==> src/rtl/pc_pkg.sv <==
// Shared types, defaults and the alignment helper for the program-counter generator.
package pc_pkg;

    localparam int          XLEN_DEF         = 32;
    localparam logic [31:0] RESET_VECTOR_DEF = 32'h0000_0000;
    localparam int          INC_DEF          = 4;

    typedef enum logic [1:0] {
        BOOT = 2'b00,
        RUN  = 2'b01,
        HALT = 2'b10
    } pc_state_t;

    // Addresses are widened to 64 bits so one helper serves every XLEN up to 64.
    function automatic logic is_aligned(input logic [63:0] addr, input int align_bits);
        logic [63:0] mask;
        mask = (64'd1 << align_bits) - 64'd1;
        return (addr & mask) == 64'd0;
    endfunction

endpackage

==> src/rtl/pc_ras.sv <==
// Circular return-address stack; push when full overwrites the oldest entry.
// Single-cycle update, top is combinational from the pointer; no backpressure.
module pc_ras #(
    parameter int XLEN      = 32,
    parameter int RAS_DEPTH = 4
) (
    input  logic            clk,
    input  logic            rst,
    input  logic            push,
    input  logic            pop,
    input  logic            clear,
    input  logic [XLEN-1:0] push_data,
    output logic [XLEN-1:0] top,
    output logic            empty,
    output logic            full
);

    localparam int              PW      = $clog2(RAS_DEPTH);
    localparam logic [PW-1:0]   PTR_ONE = 1;
    localparam logic [PW:0]     CNT_ONE = 1;
    localparam logic [PW:0]     CNT_MAX = RAS_DEPTH[PW:0];

    logic [XLEN-1:0] mem [RAS_DEPTH];
    logic [PW-1:0]   ptr;
    logic [PW-1:0]   top_idx;
    logic [PW:0]     cnt;

    assign top_idx = ptr - PTR_ONE;
    assign top     = mem[top_idx];
    assign empty   = (cnt == '0);
    assign full    = (cnt == CNT_MAX);

    always_ff @(posedge clk or negedge rst) begin
        if (!rst) begin
            ptr <= '0;
            cnt <= '0;
        end else if (clear) begin
            ptr <= '0;
            cnt <= '0;
        end else if (push) begin
            ptr <= ptr + PTR_ONE;
            if (!full) cnt <= cnt + CNT_ONE;
        end else if (pop && !empty) begin
            ptr <= top_idx;
            cnt <= cnt - CNT_ONE;
        end
    end

    // Entries are only read while the count says they are valid, so no reset is needed.
    always_ff @(posedge clk) begin
        if (push && !clear) mem[ptr] <= push_data;
    end

endmodule

==> src/rtl/pc_gen.sv <==
// Program-counter generator: sequential advance, redirects, traps and RAS return prediction.
// pc is registered, one cycle after the triggering edge; pc held while pc_ready is low.
module pc_gen
    import pc_pkg::*;
#(
    parameter int              XLEN         = XLEN_DEF,
    parameter logic [XLEN-1:0] RESET_VECTOR = XLEN'(RESET_VECTOR_DEF),
    parameter int              INC          = INC_DEF,
    parameter int              ALIGN_BITS   = 2,
    parameter int              RAS_DEPTH    = 4
) (
    input  logic            clk,
    input  logic            rst,
    output logic [XLEN-1:0] pc,
    output logic            pc_valid,
    input  logic            pc_ready,
    input  logic            redirect_valid,
    input  logic [XLEN-1:0] redirect_pc,
    input  logic            trap_valid,
    input  logic [XLEN-1:0] trap_vec,
    input  logic            call_hint,
    input  logic            ret_hint,
    output logic            fault,
    output logic            ras_miss
);

    localparam logic [XLEN-1:0] INC_V = XLEN'(INC);

    pc_state_t       state, state_nxt;
    logic [XLEN-1:0] pc_nxt, pc_seq, ras_top;
    logic            fault_nxt, miss_nxt, fire;
    logic            ras_push, ras_pop, ras_clear, ras_empty;

    assign pc_valid = (state == RUN);
    assign fire     = pc_valid & pc_ready;
    assign pc_seq   = pc + INC_V;

    always_comb begin
        state_nxt = state;
        pc_nxt    = pc;
        fault_nxt = fault;
        miss_nxt  = 1'b0;
        ras_push  = 1'b0;
        ras_pop   = 1'b0;
        ras_clear = 1'b0;
        if (trap_valid) begin
            pc_nxt    = trap_vec;
            state_nxt = RUN;
            fault_nxt = 1'b0;
            ras_clear = 1'b1;
        end else if (state == BOOT) begin
            state_nxt = RUN;
        end else if (state == RUN) begin
            if (redirect_valid) begin
                if (is_aligned(64'(redirect_pc), ALIGN_BITS)) begin
                    pc_nxt = redirect_pc;
                end else begin
                    state_nxt = HALT;
                    fault_nxt = 1'b1;
                end
            end else if (fire) begin
                // Return wins over call when both hints are set, and never pushes.
                if (ret_hint) begin
                    if (!ras_empty) begin
                        pc_nxt  = ras_top;
                        ras_pop = 1'b1;
                    end else begin
                        pc_nxt   = pc_seq;
                        miss_nxt = 1'b1;
                    end
                end else begin
                    pc_nxt   = pc_seq;
                    ras_push = call_hint;
                end
            end
        end
    end

    always_ff @(posedge clk or negedge rst) begin
        if (!rst) begin
            state    <= BOOT;
            pc       <= RESET_VECTOR;
            fault    <= 1'b0;
            ras_miss <= 1'b0;
        end else begin
            state    <= state_nxt;
            pc       <= pc_nxt;
            fault    <= fault_nxt;
            ras_miss <= miss_nxt;
        end
    end

    pc_ras #(
        .XLEN      (XLEN),
        .RAS_DEPTH (RAS_DEPTH)
    ) u_ras (
        .clk       (clk),
        .rst       (rst),
        .push      (ras_push),
        .pop       (ras_pop),
        .clear     (ras_clear),
        .push_data (pc_seq),
        .top       (ras_top),
        .empty     (ras_empty),
        .full      ()
    );

endmodule

==> config.mk <==
export PLATFORM = sky130hd
export DESIGN_NAME = pc_gen
export DESIGN_NICKNAME = d
export VERILOG_FILES = /design/src/rtl/pc_pkg.sv /design/src/rtl/pc_ras.sv /design/src/rtl/pc_gen.sv
export SDC_FILE = /design/constraint.sdc
export NUM_CORES = 1
export LEC_CHECK = 0
export BUFFER_PORTS_ARGS = -buffer_cell sky130_fd_sc_hd__buf_2
export CAP_MARGIN = 0
export CORE_ASPECT_RATIO = 2
export CORE_MARGIN = 4
export CORE_UTILIZATION = 62
export CTS_CLUSTER_DIAMETER = 100
export DETAILED_ROUTE_END_ITERATION = 8
export GPL_ROUTABILITY_DRIVEN = 0
export HOLD_SLACK_MARGIN = 0.12
export PLACE_DENSITY = 0.85
export REMOVE_ABC_BUFFERS = 1
export SLEW_MARGIN = 5
export SYNTH_ARGS = -nofsm -noshare
export SYNTH_HDL_FRONTEND = slang
export SYNTH_SLANG_ARGS = --single-unit
==> constraint.sdc <==
create_clock -name clk -period 8.4 [get_ports clk]
set_input_delay 1.68 -clock clk [delete_from_list [all_inputs] [get_ports clk]]
set_output_delay 1.68 -clock clk [all_outputs]
set_load 0.02 [all_outputs]
==> results.md, run 1 <==
* Outcome: finished clean
* CP max stage delay at 590 ps
* Synth top area cells: edfxtp_1 (48%), dfrtp_1 (13%), mux4_2 (8.9%), o21ai_0 (2.5%), xnor2_1 (1.8%)
* FP Rows at 58
* Period utilization at 43.6%
* Share of layout cells above drive strength 1 at 29.1%
* Crit path required time at 8690 ps
* DRT Pass-1 Iters at 7
* Root Buffer: clkbuf_16
* Area Growth Syn to Fin at 15.1%
* DR top layer: met4
* Clock skew at 11.3 ps
* Non-filler cells, final at 838
* Startpoint Class: input pin
* Met2 routed WL at 11,700 µm
* CP Class: input pin to flip-flop
* Fmax at 0.273 GHz
* Clk Latency, worst-skew pair at 420 ps
* Overall power at 2190 µW
* P_leak at 0.00342 µW
* RR Startpoint: u_ras.ptr[1]
* # DRC at 0
* ANT nets after route at 0
* # clock sinks at 169
* Leading area contributor after synthesis: edfxtp_1
* Yosys Warn Count at 0
* Hold Path Class: flip-flop to flip-flop
* Final Hold Fails at 0
* Setup TNS at 0 ps
* Register area share after synthesis at 60.2%
* Mapped Area at 8080 µm²
* Post-DR wirelength/cell at 25.6 µm
* Hpwl dp at 13,600 µm
* Unrepaired setup endpoints after global routing: no
* Ant. Diodes at 0
* Io pins at 106
* Die area at 15,000 µm²
* Clock transition at the registers of the reported paths at 70 ps
* R2r setup slk at 5560 ps
* Routed wire length at 21,400 µm
* Postcts setup bufs at 0
* Post-synth ARST share at 24.3%
* #FFs+latches synth at 169
* Global-route wire length before repair at 33,100 µm
* Vias in the first global route at 6,200
* Crit-path cells: buf_2 > nor4bb_1 > a311oi_4 > buf_4 > nor4_1 > or3b_1
* Slew @ Worst Pin at 1070 ps
* Chip Height at 169 µm
* Max clock buf depth at 2
* CTS resizes at 0
* Vias per cell at 7.05
* # nets final at 752
* Post-synth top area share at 47.5%
* Pwr/cell area at 235 nW/µm²
* CTS buffer count at 17
* Post-synth EDFFs at 128
* Reg2reg end: pc[10]
* CP max stage cell: a311oi_4
* Vias at 5,912
* Crit. End Element: flip-flop
* Core ar. at 12,700 µm²
* Final WS setup at 4740 ps
* Final Max Tran Viols at 0
* Most frequent cell after synthesis: edfxtp_1
* H-tree depth at 4
* Starting Density at 63.7%
* Mapped Avg Cell Area at 13.9 µm²
* Final instance area at 9310 µm²
* Post-Route M1 WL at 7080 µm
* PortBufs at 105
* Drt initial violations at 634
* Peak supply drop at 0.000208 V
* Max-cap viol count at 0
* Remaining Overflow, GRT at 0
* Hold Crit Endpoint: fault
* Worst Path Arrival at 3950 ps
* Largest net degree at the start of global routing at 48
* Placed cell area at 8720 µm²
* WHS Path Cells at 2
* Synth cell types at 69
* Worst slew margin at 28.8%
* Placed Cells at 806
* Hold-fix buffers, CTS at 0
* Pre-CTS setup slack at 4330 ps
* Period minus WS final at 3660 ps
* Synth Instances at 581
* Antenna violations before repair at 0
* Setup violators final at 0
* Total GRT Usage at 29.8%
* DR WL met3 at 1630 µm
* Clock tree from TritonCTS: built
* Depth of the most critical reg-to-reg path at 7
* Chip Width at 88.7 µm
* Crit path max fanout at 33
* Hold Crit Start: fault
* Most frequent cells after synthesis: edfxtp_1 (128), dfrtp_1 (41), o21ai_0 (40), nor2_1 (33), mux4_2 (32)
* Top_reg_cell synth: edfxtp_1
layout make-up:
cell class                      count  area (µm²)
Sequential cell                   169        4870
Fill cell                         795        3390
Multi-Input combinational cell    356        2990
Timing Repair Buffer              118         623
Clock buffer                       17         425
Tap cell                          150         188
Clock inverter                     15         158
Inverter                           13        48.8
how the worst max path moves through the flow:
stage,slack [ps],start,to,cells past startpoint
6_report,4740,redirect_valid,pc[20],6
4_1_cts,4780,redirect_valid,pc[20],6
5_1_grt,4620,trap_valid,u_ras.mem[3][19],6
3_3_place_gp,4420,redirect_valid,pc[20],6
2_1_floorplan,3810,pc_ready,pc[12],5
3_5_place_dp,4330,redirect_valid,pc[20],6
routing by layer:
layer	vias up	GRT usage (%)
li1	2495	-
met1	2929	33.8
met2	393	52.0
met3	95	5.39
met4	0	15.9
met5	-	0
cells in the final DEF, fill, tap and decap left out, drive strengths merged, types with 4 or more instances in the layout:
cell type,instances
and3,5
a221oi,11
o22ai,4
a31oi,10
a221o,9
ha,5
a21oi,26
nor4,10
a22oi,5
and2,9
or3,5
or2,4
nand3,15
mux4,32
xnor2,17
nor2,33
clkbuf,17
o211ai,4
nand2,22
xor2,12
edfxtp,128
buf,118
o31ai,4
dfrtp,41
nand4,7
nor3,6
inv,22
o21ai,40
o2bb2ai,4
a22o,13
worst max-delay path, delay by kind of cell:
kind / cells / cell delay, ps
buffers and inverters: 2 / 990
AND/OR/NAND/NOR: 3 / 670
AO/OA/AOI/OAI: 1 / 590
registers in the layout, indices dropped and copies added (netlist names):
register   flops
u_ras.mem    128
ras_miss       1
pc            32
fault          1
state          2
u_ras.ptr      2
u_ras.cnt      3
where the power goes:
group	internal [µW]	switching [µW]	total (µW)
logic	148	234	382
registers	965	70.2	1030
clock network	421	351	773
per-stage QoR:
step,util [%],hold WS [ps]
3_5_place_dp,68.7,503
3_3_place_gp,68.7,500
6_report,73.3,519
2_1_floorplan,-,517
4_1_cts,73.3,520
5_1_grt,73.3,550
kinds of logic (layout without fill, tap and decap cells):
family                   Yosys count  in the layout  share of synthesized area (%)
multiplexers                      33             33                           9.05
adder cells (fa/ha/maj)            6              6                           1.02
flip-flops                       169            169                           60.2
XOR/XNOR                          29             29                           3.14
AND/OR/NAND/NOR                  134            134                           10.2
buffers and inverters             56            163                           2.96
AO/OA/AOI/OAI                    154            154                           13.4
Note: power is estimated with default switching activity, not from simulation.
==> run 2: changes to the inputs <==
--- a/config.mk
+++ b/config.mk
@@ -5,16 +5,17 @@
 export SDC_FILE = /design/constraint.sdc
 export NUM_CORES = 1
 export LEC_CHECK = 0
+export ABC_AREA = 1
 export BUFFER_PORTS_ARGS = -buffer_cell sky130_fd_sc_hd__buf_2
 export CAP_MARGIN = 0
 export CORE_ASPECT_RATIO = 2
 export CORE_MARGIN = 4
-export CORE_UTILIZATION = 62
+export CORE_UTILIZATION = 58
 export CTS_CLUSTER_DIAMETER = 100
 export DETAILED_ROUTE_END_ITERATION = 8
 export GPL_ROUTABILITY_DRIVEN = 0
 export HOLD_SLACK_MARGIN = 0.12
-export PLACE_DENSITY = 0.85
+export PLACE_DENSITY = 0.8
 export REMOVE_ABC_BUFFERS = 1
 export SLEW_MARGIN = 5
 export SYNTH_ARGS = -nofsm -noshare
==> constraint.sdc (replaced) <==
create_clock -name clk -period 3.5 [get_ports clk]
set_input_delay 0.7 -clock clk [delete_from_list [all_inputs] [get_ports clk]]
set_output_delay 0.7 -clock clk [all_outputs]
set_load 0.02 [all_outputs]
==> results.md, run 2 <==
* Synth Instances at 884
* Crit path max fanout at 28
* Clk Latency, worst-skew pair at 420 ps
* Vias at 6,881
* Post-synth EDFFs at 128
* DRT Pass-1 Iters at 5
* Largest net degree at the start of global routing at 68
* Drt initial violations at 717
* ANT nets after route at 0
* Mapped Area at 8270 µm²
* Most frequent cells in the layout: nor2_1 (194), nand2_1 (166), edfxtp_1 (128), buf_2 (105), o21ai_0 (72)
* Chip Width at 92.4 µm
* Most common cell after layout, fill and taps aside: nor2_1
* H-tree depth at 4
* Hold-fix buffers, CTS at 0
* Final Hold Fails at 0
* CP Class: flip-flop to flip-flop
* Setup violators final at 0
* Outcome: finished clean
* Crit-path leading delay family: adder cells
* Postcts setup bufs at 0
* Post-synth ARST share at 24.3%
* CTS resizes at 0
* #FFs+latches synth at 169
* Period minus WS final at 2640 ps
* Final Max Tran Viols at 0
* Yosys Warn Count at 0
* Vias per cell at 5.81
* Clock skew at 10.7 ps
* Worst Path Arrival at 2970 ps
* Final instance area at 9520 µm²
* Max-cap viol count at 0
* CP max stage cell: ha_1
* # clock sinks at 169
* Final WS setup at 861 ps
* Peak supply drop at 0.000392 V
* Pwr/cell area at 600 nW/µm²
* Final design utilization at 68.1%
* Startpoint Class: flip-flop
* Total GRT Usage at 28.7%
* Top flop regs: u_ras.mem x128, pc x32, u_ras.cnt x3
* Most frequent cell after synthesis: nor2_1
* Crit. End Element: flip-flop
* Antenna violations before repair at 0
* Clock tree from TritonCTS: built
* Root Buffer: clkbuf_16
* CP max stage delay at 810 ps
* Ant. Diodes at 0
* Most frequent cells after synthesis: nor2_1 (198), nand2_1 (166), edfxtp_1 (128), o21ai_0 (72)
* PortBufs at 105
* Max clock buf depth at 2
* Unrepaired setup endpoints after global routing: no
* Overall power at 5710 µW
* Crit path required time at 3830 ps
* Core ar. at 14,000 µm²
* Vias in the first global route at 6,931
* Routed wire length at 22,600 µm
* Hold Path Class: input pin to asynchronous set/reset pin
* Post-synth top area share at 46.5%
* Pre-CTS setup slack at 690 ps
* Placed cell area at 8950 µm²
* Number of flip-flops under the largest register name at 128
* Non-filler cells, final at 1,184
* Clock transition at the registers of the reported paths at 70 ps
* Io pins at 106
* Area Growth Syn to Fin at 15.0%
* CTS buffer count at 17
* Mapped Avg Cell Area at 9.36 µm²
* Post-DR wirelength/cell at 19.1 µm
* Most flop-heavy register: u_ras.mem
* Register area share after synthesis at 58.9%
* Share of layout cells above drive strength 1 at 18.4%
* Chip Height at 177 µm
* Die area at 16,400 µm²
* Worst slew margin at 28.5%
* Leading area contributor after synthesis: edfxtp_1
* Hpwl dp at 14,600 µm
* Crit path top cell by count: nor2_1
* Synth top area cells: edfxtp_1 (46%), dfrtp_1 (12%), nor2_1 (9.0%), nand2_1 (7.5%), o21ai_0 (4.4%)
* # DRC at 0
* WP buf/inv at 2
* Starting Density at 59.2%
* Global-route wire length before repair at 35,600 µm
* Top_reg_cell synth: edfxtp_1
* Remaining Overflow, GRT at 0
* Synth cell types at 42
* Fmax at 0.379 GHz
* Slew @ Worst Pin at 1070 ps
* # nets final at 1,059
* P_leak at 0.00380 µW
* Crit-path cells: inv_1 > ha_1 > inv_2 > nor2_1 > o21ai_0 > a21oi_1 > nor2_1 > a22oi_1
* Placed Cells at 1,152
* Period utilization at 75.4%
* FP Rows at 61
run 2: metal layers:
layer | up-vias | track usage [%] | wire, µm
met2 | 395 | 50.6 | 11700
met3 | 73 | 4.34 | 1870
li1 | 3182 | - | -
met5 | - | 0 | 0
met4 | 0 | 14.6 | 963
met1 | 3231 | 33.6 | 8020
run 2: cell type report:
| class | instances | area, µm² |
|---|---|---|
| clock buffers | 18 | 429 |
| clock inverters | 14 | 140 |
| fillers | 1091 | 4450 |
| inverters | 52 | 203 |
| multi-input cells | 626 | 3030 |
| flip-flops and latches | 169 | 4870 |
| well taps | 189 | 236 |
| repair buffers | 116 | 608 |
run 2: power by group:
group	leakage, µW	internal [µW]	switching [µW]
combinational	0.00190	412	928
clock	0.000267	997	807
sequential	0.00163	2370	193
run 2: final timing paths:
check                      cells after the start          from  slack [ps]      endpoint
max                                            8  u_ras.ptr[1]         860        pc[22]
min                                            1           rst         480         pc[0]
max reg2reg                                    8  u_ras.ptr[1]         860        pc[22]
min reg2reg                                    2         fault         480         fault
max in group asynchronous                      1           rst        2310  u_ras.ptr[0]
min in group clk                               2         fault         480         fault
run 2: metrics by stage:
stage	TNS (ps)	hold slack (ps)
after floorplan	-17380	404
after global placement	0	464
after detailed placement	0	472
after CTS	0	487
after global routing	0	515
final	0	476
run 2: worst reg2reg max path: stages, from the launching register on:
cell	delay, ps
dfrtp_1	390
inv_1	90
ha_1	810
inv_2	490
nor2_1	220
o21ai_0	110
a21oi_1	200
nor2_1	70
a22oi_1	150
run 2: kinds of logic after synthesis:
kind of cell               after synthesis  synth area share, %
AOI/OAI and AO/OA                      159                 10.8
and+or+nand+nor                        449                 22.9
adders and majority gates                6                0.998
xor gates and xnor gates                12                 1.54
DFF                                    169                 58.9
buffers and inverters                   89                 4.83
